## src/rtl/mem_bus_arbiter_pkg.sv

```systemverilog
// Shared definitions for the instruction/data memory bus arbiter:
// FSM state encodings, default timeout and the timeout counter width helper.
package mem_bus_arbiter_pkg;

    typedef enum logic [1:0] {
        ST_IDLE = 2'd0,
        ST_DATA = 2'd1,
        ST_INST = 2'd2
    } state_e;

    localparam int DEFAULT_TIMEOUT = 16;

    // Counter must reach TIMEOUT-1; keep at least one bit for tiny timeouts.
    function automatic int cnt_width(input int timeout);
        return (timeout > 1) ? $clog2(timeout) : 1;
    endfunction

endpackage

```

## src/rtl/mem_bus_arbiter_bus_timeout_counter.sv

```systemverilog
// Wait-state counter for one bus transaction; expire flags the last allowed
// cycle so the arbiter can abort a transaction that never sees an ack.
module mem_bus_arbiter_bus_timeout_counter
    import mem_bus_arbiter_pkg::*;
#(
    parameter int TIMEOUT = DEFAULT_TIMEOUT
) (
    input  logic clk,
    input  logic rst,
    input  logic clear,
    input  logic enable,
    output logic expire
);

    localparam int CNT_W = cnt_width(TIMEOUT);
    localparam logic [CNT_W-1:0] LAST = CNT_W'(TIMEOUT - 1);

    logic [CNT_W-1:0] cnt_q;
    logic [CNT_W-1:0] cnt_d;

    // Next count: clear wins, never wraps because the arbiter aborts at LAST.
    always_comb begin
        cnt_d = cnt_q;
        if (clear) begin
            cnt_d = '0;
        end else if (enable) begin
            cnt_d = cnt_q + CNT_W'(1);
        end else begin
            cnt_d = cnt_q;
        end
    end

    // Count register with synchronous reset.
    always_ff @(posedge clk) begin
        if (rst) begin
            cnt_q <= '0;
        end else begin
            cnt_q <= cnt_d;
        end
    end

    assign expire = (cnt_q == LAST);

endmodule

```

## src/rtl/mem_bus_arbiter.sv

```systemverilog
// Shares one req/ack memory bus between the instruction-fetch and data ports,
// data first, holding a global stall until every requested access is done.
module mem_bus_arbiter
    import mem_bus_arbiter_pkg::*;
#(
    parameter int ADDR_W  = 32,
    parameter int DATA_W  = 32,
    parameter int TIMEOUT = DEFAULT_TIMEOUT
) (
    input  logic              clk,
    input  logic              rst,
    input  logic              inst_ren,
    input  logic [ADDR_W-1:0] inst_addr,
    output logic [DATA_W-1:0] inst_data,
    input  logic              mem_ren,
    input  logic              mem_wen,
    input  logic [ADDR_W-1:0] mem_addr,
    input  logic [DATA_W-1:0] mem_dout,
    output logic [DATA_W-1:0] mem_din,
    output logic              stall,
    output logic              bus_req,
    output logic              bus_we,
    output logic [ADDR_W-1:0] bus_addr,
    output logic [DATA_W-1:0] bus_wdata,
    input  logic [DATA_W-1:0] bus_rdata,
    input  logic              bus_ack,
    output logic              bus_err
);

    state_e              state_q,     state_d;
    logic                bus_req_q,   bus_req_d;
    logic                bus_we_q,    bus_we_d;
    logic [ADDR_W-1:0]   bus_addr_q,  bus_addr_d;
    logic [DATA_W-1:0]   bus_wdata_q, bus_wdata_d;
    logic [DATA_W-1:0]   inst_data_q, inst_data_d;
    logic [DATA_W-1:0]   mem_din_q,   mem_din_d;
    logic                inst_done_q, inst_done_d;
    logic                data_done_q, data_done_d;
    logic                bus_err_q,   bus_err_d;

    logic                dreq_s;
    logic                ipend_s;
    logic                dpend_s;
    logic                stall_s;
    logic                finish_s;
    logic                inst_set_s;
    logic                data_set_s;
    logic                cnt_clear_s;
    logic                cnt_en_s;
    logic                cnt_expire_s;
    logic [DATA_W-1:0]   rdata_s;

    assign dreq_s  = mem_ren | mem_wen;
    assign ipend_s = inst_ren & ~inst_done_q;
    assign dpend_s = dreq_s & ~data_done_q;
    assign stall_s = ipend_s | dpend_s;

    mem_bus_arbiter_bus_timeout_counter #(
        .TIMEOUT (TIMEOUT)
    ) u_timeout (
        .clk    (clk),
        .rst    (rst),
        .clear  (cnt_clear_s),
        .enable (cnt_en_s),
        .expire (cnt_expire_s)
    );

    // Next-state logic: issue from IDLE, hold the bus request until ack or abort.
    always_comb begin
        state_d     = state_q;
        bus_req_d   = bus_req_q;
        bus_we_d    = bus_we_q;
        bus_addr_d  = bus_addr_q;
        bus_wdata_d = bus_wdata_q;
        inst_data_d = inst_data_q;
        mem_din_d   = mem_din_q;
        bus_err_d   = bus_err_q;
        finish_s    = 1'b0;
        inst_set_s  = 1'b0;
        data_set_s  = 1'b0;
        cnt_clear_s = 1'b1;
        cnt_en_s    = 1'b0;
        // An aborted transaction completes with zero read data.
        rdata_s     = bus_ack ? bus_rdata : '0;

        case (state_q)
            ST_IDLE: begin
                if (dpend_s) begin
                    state_d     = ST_DATA;
                    bus_req_d   = 1'b1;
                    bus_we_d    = mem_wen;
                    bus_addr_d  = mem_addr;
                    bus_wdata_d = mem_dout;
                end else if (ipend_s) begin
                    state_d     = ST_INST;
                    bus_req_d   = 1'b1;
                    bus_we_d    = 1'b0;
                    bus_addr_d  = inst_addr;
                end else begin
                    state_d     = ST_IDLE;
                end
            end
            ST_DATA, ST_INST: begin
                cnt_clear_s = 1'b0;
                cnt_en_s    = 1'b1;
                finish_s    = bus_ack | cnt_expire_s;
                if (finish_s) begin
                    state_d     = ST_IDLE;
                    bus_req_d   = 1'b0;
                    cnt_clear_s = 1'b1;
                    cnt_en_s    = 1'b0;
                    bus_err_d   = bus_err_q | ~bus_ack;
                    // A withdrawn request still completes on the bus but its result is dropped.
                    if (state_q == ST_DATA) begin
                        data_set_s = dreq_s;
                        if (dreq_s && !bus_we_q) begin
                            mem_din_d = rdata_s;
                        end else begin
                            mem_din_d = mem_din_q;
                        end
                    end else begin
                        inst_set_s = inst_ren;
                        if (inst_ren) begin
                            inst_data_d = rdata_s;
                        end else begin
                            inst_data_d = inst_data_q;
                        end
                    end
                end else begin
                    state_d = state_q;
                end
            end
            default: begin
                state_d   = ST_IDLE;
                bus_req_d = 1'b0;
            end
        endcase

        // Done flags live only while the pipeline is stalled.
        if (stall_s) begin
            inst_done_d = inst_done_q | inst_set_s;
            data_done_d = data_done_q | data_set_s;
        end else begin
            inst_done_d = 1'b0;
            data_done_d = 1'b0;
        end
    end

    // State and output registers with synchronous reset.
    always_ff @(posedge clk) begin
        if (rst) begin
            state_q     <= ST_IDLE;
            bus_req_q   <= 1'b0;
            bus_we_q    <= 1'b0;
            bus_addr_q  <= '0;
            bus_wdata_q <= '0;
            inst_data_q <= '0;
            mem_din_q   <= '0;
            inst_done_q <= 1'b0;
            data_done_q <= 1'b0;
            bus_err_q   <= 1'b0;
        end else begin
            state_q     <= state_d;
            bus_req_q   <= bus_req_d;
            bus_we_q    <= bus_we_d;
            bus_addr_q  <= bus_addr_d;
            bus_wdata_q <= bus_wdata_d;
            inst_data_q <= inst_data_d;
            mem_din_q   <= mem_din_d;
            inst_done_q <= inst_done_d;
            data_done_q <= data_done_d;
            bus_err_q   <= bus_err_d;
        end
    end

    assign stall     = stall_s;
    assign bus_req   = bus_req_q;
    assign bus_we    = bus_we_q;
    assign bus_addr  = bus_addr_q;
    assign bus_wdata = bus_wdata_q;
    assign inst_data = inst_data_q;
    assign mem_din   = mem_din_q;
    assign bus_err   = bus_err_q;

endmodule

```

## config.mk

```make
export PLATFORM = sky130hd
export DESIGN_NAME = mem_bus_arbiter
export DESIGN_NICKNAME = d
export VERILOG_FILES = /design/src/rtl/mem_bus_arbiter_pkg.sv /design/src/rtl/mem_bus_arbiter_bus_timeout_counter.sv /design/src/rtl/mem_bus_arbiter.sv
export SDC_FILE = /design/constraint.sdc
export NUM_CORES = 1
export LEC_CHECK = 0
export CAP_MARGIN = 30
export CORE_UTILIZATION = 45
export CTS_BUF_LIST = sky130_fd_sc_hd__clkbuf_2
export DETAILED_ROUTE_END_ITERATION = 16
export PLACE_DENSITY = 0.86
export SLEW_MARGIN = 20
export SYNTH_ARGS = -nofsm -noshare
export SYNTH_HDL_FRONTEND = slang
export SYNTH_HIERARCHICAL = 1
export SYNTH_SLANG_ARGS = --single-unit
```

## constraint.sdc

```tcl
create_clock -name clk -period 4 [get_ports clk]
set_input_delay 0.8 -clock clk [delete_from_list [all_inputs] [get_ports clk]]
set_output_delay 0.8 -clock clk [all_outputs]
set_load 0.01 [all_outputs]
```

Word level (Yosys, flattened, before mapping)
Index checks and enable logic that the tools add are counted.

ROM bits: 0. Logic and storage cells: 66. Latch bits: 0. Bits in writable memories: 0. Register bits after elaboration: 139. Memories: 0. Input port bits: 134. Output and inout port bits: 132.

Bitwise gates (word level): 13. Reduce and logical (&&, ||, !) cells: 13. Shift operators: 0. Div/mod/pow operators: 0. Multipliers: 0. $add $sub $neg: 1. Order comparisons: 0. Equality and inequality tests: 5. Mux-type cells: 23.

Operators by type and width (number): two-way mux 32 bit (3); two-way mux 1 bit (15); AND reduction 2 bit (4); AND reduction 4 bit (2); two-way mux 2 bit (3); bitwise OR 1 bit (6); OR reduction 2 bit (3); inverter 1 bit (5); adder 4 x 1 -> 4 bit (second input constant) (1); equality test 4 bit (second input constant) (1); one-hot mux 2 bit (2 select lines) (1); inequality test 3 bit (second input constant) (1); AND 1 bit (2); equality test 2 x 1 -> 1 bit (second input constant) (1); equality test 2 bit (second input constant) (1); zero test 2 bit (1); inequality test 2 bit (second input constant) (1); one-hot mux 1 bit (2 select lines) (1); nonzero test 2 bit (1); logical AND 1 bit (1); zero test 1 bit (1).

Longest topological paths before layout
Gate-level depths: netlist of the first run.

Depth in word-level cells: 5. Mapped depth: 8. Depth with buffers taken out: 6.

Cells and area by module
The synthesis of the first run kept the hierarchy.

Modules (own cells, without submodules): mem_bus_arbiter (cells each 633, sequential area each 2702.6 um^2, times used 1, area an instance 5759.3 um^2); mem_bus_arbiter_bus_timeout_counter (cells each 18, sequential area each 80.1 um^2, times used 1, area an instance 183.9 um^2).

Least setup slack after synthesis of the first run
OpenSTA, ideal clock, no wires.

Path kind: input port to output port. Start point: in mem_wen. End point: out stall. Required time: 3200 ps. Stages on the path: 3. Arrival time: 1209 ps. Setup slack: 1991 ps. Buffers on the path: 0. Path through: o21bai_4 -> and2_1 -> inv_1.

Cells in the longest elaborated chain, start to end: 3.

Ends and longest elaborated chain: from (decl) (RTL line mem_bus_arbiter.sv:16) `input logic mem_wen,`; bitwise OR 1 bit (RTL line mem_bus_arbiter.sv:53) `assign dreq_s = mem_ren | mem_wen;`; AND 1 bit (RTL line mem_bus_arbiter.sv:55) `assign dpend_s = dreq_s & ~data_done_q;`; bitwise OR 1 bit (RTL line mem_bus_arbiter.sv:56) `assign stall_s = ipend_s | dpend_s;`; to (decl) (RTL line mem_bus_arbiter.sv:20) `output logic stall,`.

Every way passes these cells.

Final worst setup path of the first run
Ends and elaborated chain as after synthesis.

==> results of run 1 <==
[synth_stat cells, types with 2 or more instances]
master and number:
a31oi_1 33, nor3_1 3, o221a_2 23, dfxtp_1 139, nand3_1 33, buf_2 18
inv_1 38, nand2_1 2, nand4_1 34, ha_1 3, and3_1 2, buf_6 7
nor2_1 4, nand3b_1 34, nor2b_1 3, buf_1 5, o21ai_0 34, nand2b_1 35
clkbuf_1 40, mux2i_1 33, o21a_1 3, o221a_1 9, a21oi_1 71, o21ai_1 31
[metal layers]
metal / vias up / share of wire [%]
met3: 17 / 8.6
met5: - / 0
met1: 2674 / 41
met2: 185 / 49
li1: 2818 / -
met4: 0 / 1.2
[placed cells by master (no fill, tap or decap), types with 34 or more instances in the layout]
master and instances:
nand4_1 34, a21oi_1 71, nand2b_1 35, dfxtp_1 139, clkdlybuf4s50_1 263, o21ai_0 34
nand3b_1 34, inv_1 38
[layout make-up]
type                    count  area, µm²  share of cell area, %
clock buffers              21        105                   1.20
clock inverters            11       55.1                  0.628
inverters                  39        146                   1.67
multi-input cells         402       2680                   30.6
flip-flops and latches    139       2780                   31.7
well taps                 172        215                   2.45
repair buffers            282       2780                   31.7
[state kept, by name (all words and copies together), names as in the netlist]
signal and cells:
bus_addr 32, bus_err 1, bus_req 1, bus_wdata 32
bus_we 1, data_done_q 1, inst_data 32, inst_done_q 1
mem_din 32, state_q 2, u_timeout/cnt_q 4
[through the flow]
step	utilization, %	instance area (µm²)	setup WS, ps	instances	total power [mW]
2_1_floorplan	-	5940	1990	651	1.91
3_3_place_gp	67.3	8590	915	1033	2.30
3_5_place_dp	67.4	8610	891	1034	2.31
4_1_cts	68.6	8770	886	1066	2.97
5_1_grt	68.6	8770	831	1066	3.11
6_report	68.6	8770	875	1066	2.95
[worst max-delay path, delay by kind of cell]
family / cells / cell delay (ps)
and+or+nand+nor: 1 / 210
AOI/OAI and AO/OA: 1 / 240
buffers and inverters: 3 / 1080
[power by group through the flow]
stage,sequential [mW],clock (mW),combinational [mW]
floorplan,1.59,0,0.321
global placement,1.56,0,0.744
detailed placement,1.56,0,0.755
CTS,1.53,0.682,0.758
global route,1.54,0.746,0.820
finish,1.53,0.658,0.757
[kinds of logic after synthesis]
logic type | count (synthesis) | synth area share [%]
compound gates | 208 | 22.1
simple gates | 156 | 16.3
flops | 139 | 46.8
buf+inv | 110 | 8.27
mux | 34 | 5.75
fa+ha+maj | 3 | 0.632
xor+xnor | 1 | 0.147
[worst max-delay path by stage]
stage / start / end / slack [ps] / cells after the start
global route: mem_wen / stall / 830 / 5
global placement: mem_wen / stall / 920 / 5
floorplan: mem_wen / stall / 1990 / 3
detailed placement: mem_wen / stall / 890 / 5
CTS: mem_wen / stall / 890 / 5
finish: mem_wen / stall / 880 / 5
==> flow_summary.yaml, run 1 <==
outcome:
  status: "finished, final reports clean"
clock_network:
  clk_pin_slew_ps: 190
  cts.path.max_buffers: 2
  post_cts_buffers: 0
  cts-resized-gates: 0
  root_buffer: "clkbuf_2"
  cts_made_buffers: 17
  cts_tree: "built"
  ctsHoldBuffers: 0
  htree_levels: 4
  cts_num_sinks: 139
  clock_latency_ps: 710
synthesis:
  ys_seq_area_share_pct: 46.8
  post-synth-top-area-fraction_pct: 46.8
  syn_avg_cell_area_um2: 9.13
  ys_types: 38
  synth_area_leaders: "dfxtp_1 (47%), a21oi_1 (6.0%), mux2i_1 (5.6%)"
  synth_nets: 788
  synth_cells: 651
  syn-cell-area_um2: 5940
  yosys_warnings: 6
  synth_seq_cells: 139
  async_flop_share_pct: 0
  synth_edf_count: 0
  synth-main-ff-cell: "dfxtp_1"
  yosysTopAreaCell: "dfxtp_1"
worst_setup_path:
  max_stage_delay_ps: 520
  path_common_cell: "clkdlybuf4s50_1"
  timing.critical_path.from_type: "primary input"
  cp_slowest_cell: "clkdlybuf4s50_1"
  path_class: "primary input to output port"
  cp.required_ps: 3200
  regToRegEndpoint: "mem_din[7]"
  r2r-start: "state_q[0]"
  path_cells: "clkdlybuf4s50_1 > o21bai_4 > and2_1 > inv_1 > clkdlybuf4s50_1"
  arrival_ps: 2320
  regToRegSetupSlack_ps: 1540
  reg2regPathDepth: 7
  path_max_fanout: 5
  end_kind: "output port"
sta:
  fin_crit_ps: 3120
  min_period_over_period_pct: 78.1
  slew_violations: 0
  fmax_mhz: 320
  setup_viol: 0
  fin_worst_skew_ps: 19.6
  hold_violations: 0
  fin_tns_setup_ps: 0
  worst_pin_slew_ps: 817
  slew_headroom_pct: 45.5
  hold_ws_ps: 429
  rsz0062_at_grt: "false"
route:
  avgViaCountPerCell: 5.34
  first_pass_iters: 4
  drtIter0Drc: 365
  wl_per_cell_um: 16.6
  drcViolationCount: 0
  num_vias: 5694
  wl_mm: 17.7
  ant_nets: 0
floorplan:
  ios: 266
  initial_core_util_pct: 46.5
  rows: 41
  die_h_um: 117
  design.core.area_um2: 12800
  die_width_um: 117
  dieArea_um2: 13700
layout:
  diodes: 0
  drive_above_1_share_pct: 9.06
  fillers: 1037
  area_growth_pct: 47.5
  layout.nets: 1018
grt:
  busiest_layer: "met2"
  grt_max_degree: 86
  grt_pass1_vias: 5163
  gr-usage-met3_pct: 10.3
  grt_use_total_pct: 25.3
  overflow: 0
  antenna_found_initial: 0
  grtUsageMet1_pct: 29.3
  grt_pass1_wl_mm: 26.5
  grt_util_met2_pct: 42.7
hold_path:
  holdPathStages: 4
  hp-start: "bus_ack"
  worstHoldEndpoint: "bus_err"
  min_path_type: "primary input to flop"
pwr:
  vdd_drop_max_mv: 0.252
  p_sw_share_pct: 30.8
  p_clk_share_pct: 22.4
  leakage_nw: 3.14
  power_density_nw_per_um2: 336
  p_int_mw: 2.04
  power_frac_seq_pct: 51.9
  combPwrFrac_pct: 25.7
  p_switching_uw: 908
place:
  post-dp-hpwl_mm: 12.2
  portBuffers: 265
  gp_congestion: 0.802
flow_run:
  drv_cap: 0
(Power assumes the default switching activity.)
==> inputs of run 2 (changes only) <==
--- a/config.mk
+++ b/config.mk
@@ -6,10 +6,10 @@
 export NUM_CORES = 1
 export LEC_CHECK = 0
 export CAP_MARGIN = 30
-export CORE_UTILIZATION = 45
+export CORE_UTILIZATION = 43
 export CTS_BUF_LIST = sky130_fd_sc_hd__clkbuf_2
 export DETAILED_ROUTE_END_ITERATION = 16
-export PLACE_DENSITY = 0.86
+export PLACE_DENSITY = 0.82
 export SLEW_MARGIN = 20
 export SYNTH_ARGS = -nofsm -noshare
 export SYNTH_HDL_FRONTEND = slang
==> constraint.sdc (replaced) <==
create_clock -name clk -period 3 [get_ports clk]
set_input_delay 0.6 -clock clk [delete_from_list [all_inputs] [get_ports clk]]
set_output_delay 0.6 -clock clk [all_outputs]
set_load 0.01 [all_outputs]
==> flow_summary.yaml, run 2 (same netlist as run 1, synthesis figures left out) <==
route:
  avgViaCountPerCell: 5.53
  drcViolationCount: 0
  ant_nets: 0
  first_pass_iters: 5
  num_vias: 5914
  drtIter0Drc: 331
  wl_per_cell_um: 17.5
  wl_mm: 18.7
worst_setup_path:
  reg2regPathDepth: 7
  cp.required_ps: 2400
  critPathTopFamily: "buffers and inverters"
  end_kind: "output port"
  arrival_ps: 2130
  r2r-start: "state_q[0]"
  crit_end: "stall"
  path_class: "primary input to output port"
  path_common_cell: "clkdlybuf4s50_1"
  timing.critical_path.from_type: "primary input"
  path_max_fanout: 5
  cp_slowest_cell: "clkdlybuf4s50_1"
  max_stage_delay_ps: 510
  path_cells: "clkdlybuf4s50_1 > o21bai_4 > and2_1 > inv_1 > clkdlybuf4s50_1"
  regToRegEndpoint: "mem_din[14]"
  regToRegSetupSlack_ps: 860
  crit_buf_inv: 3
  startpoint: "mem_wen"
  cp.depth: 5
flow_run:
  drv_cap: 0
clock_network:
  cts.path.max_buffers: 2
  clk_pin_slew_ps: 180
  cts_tree: "built"
  ctsHoldBuffers: 0
  cts_made_buffers: 17
  root_buffer: "clkbuf_2"
  cts-resized-gates: 0
  cts_num_sinks: 139
  htree_levels: 4
  clock_latency_ps: 720
  post_cts_buffers: 0
grt:
  antenna_found_initial: 1
  grt_pass1_wl_mm: 29.3
  grt_use_total_pct: 25.9
  grt_max_degree: 82
  overflow: 0
  grt_pass1_vias: 5753
floorplan:
  rows: 42
  design.core.area_um2: 13300
  initial_core_util_pct: 44.5
  die_h_um: 120
  die_width_um: 120
  dieArea_um2: 14300
  ios: 266
sta:
  fin_tns_setup_ps: 0
  slew_headroom_pct: 53.2
  rsz0062_at_grt: "false"
  min_period_over_period_pct: 91.0
  hold_violations: 0
  setup_viol: 0
  fin_crit_ps: 2730
  fmax_mhz: 366
  worst_pin_slew_ps: 703
  fin_worst_skew_ps: 20.3
  slew_violations: 0
layout:
  area_growth_pct: 50.7
  mostFrequentLayoutCell: "clkdlybuf4s50_1"
  finalNonFillerCells: 1070
  drive_above_1_share_pct: 9.07
  layout.nets: 1017
  finalInstanceArea_um2: 8960
  final_cell_mix: "clkdlybuf4s50_1 (263), dfxtp_1 (139), a21oi_1 (71), inv_1 (38), nand2b_1 (35)"
place:
  dpl_cell_area_um2: 8630
  dp.cells: 1036
  portBuffers: 265
  post-dp-hpwl_mm: 12.7
  gp_congestion: 0.877
pwr:
  leakage_nw: 3.22
  vdd_drop_max_mv: 0.289
  power_density_nw_per_um2: 497
  power.total_mw: 4.46
outcome:
  status: "finished, final reports clean"
hold_path:
  min_path_type: "primary input to flop"
## run 2: metrics by stage
stage,setup WS (ps),hold WS [ps],util (%)
6_report,269,404,67.1
4_1_cts,202,337,67.0
5_1_grt,87.4,355,67.1
3_5_place_dp,275,463,64.6
3_3_place_gp,304,441,64.6
2_1_floorplan,1100,432,-
## run 2: cell type report
cell class	count	area, µm²
fill	1054	4390
timing repair buffer	281	2810
sequential	139	2780
multi-input combinational	402	2680
clock inverter	15	228
tap	176	220
inverter	39	146
clock buffer	17	85.1
antenna	1	2.50
## run 2: worst min-delay path by stage
stage / cells after the start / start / slack, ps / to
5_1_grt: 3 / mem_dout[15] / 350 / bus_wdata[15]
4_1_cts: 4 / bus_ack / 340 / inst_done_q
3_3_place_gp: 2 / state_q[1] / 440 / state_q[1]
2_1_floorplan: 2 / state_q[1] / 430 / state_q[1]
6_report: 4 / bus_ack / 400 / data_done_q
3_5_place_dp: 2 / mem_din[0] / 460 / mem_din[0]
## run 2: metal layers
layer / part of all wire, % / vias up / global-route usage, %
met5: 0 / - / 0
met4: 4.2 / 0 / 13.2
met3: 7.9 / 54 / 8.89
met2: 49 / 266 / 43.7
met1: 39 / 2777 / 28.9
li1: - / 2817 / -
## run 2: report_power, final
part / total (mW) / switching (mW) / leakage [nW] / internal (mW)
clock: 1.38 / 0.683 / 0.180 / 0.701
combinational: 1.03 / 0.488 / 1.90 / 0.540
sequential: 2.04 / 0.0685 / 1.14 / 1.97
total: 4.46 / 1.24 / 3.22 / 3.21
## run 2: tightest hold or removal path, delay by kind of cell
family	cells	cell delay [ps]
AO/OA/AOI/OAI	2	260
buffers and inverters	1	120
AND/OR/NAND/NOR	1	110
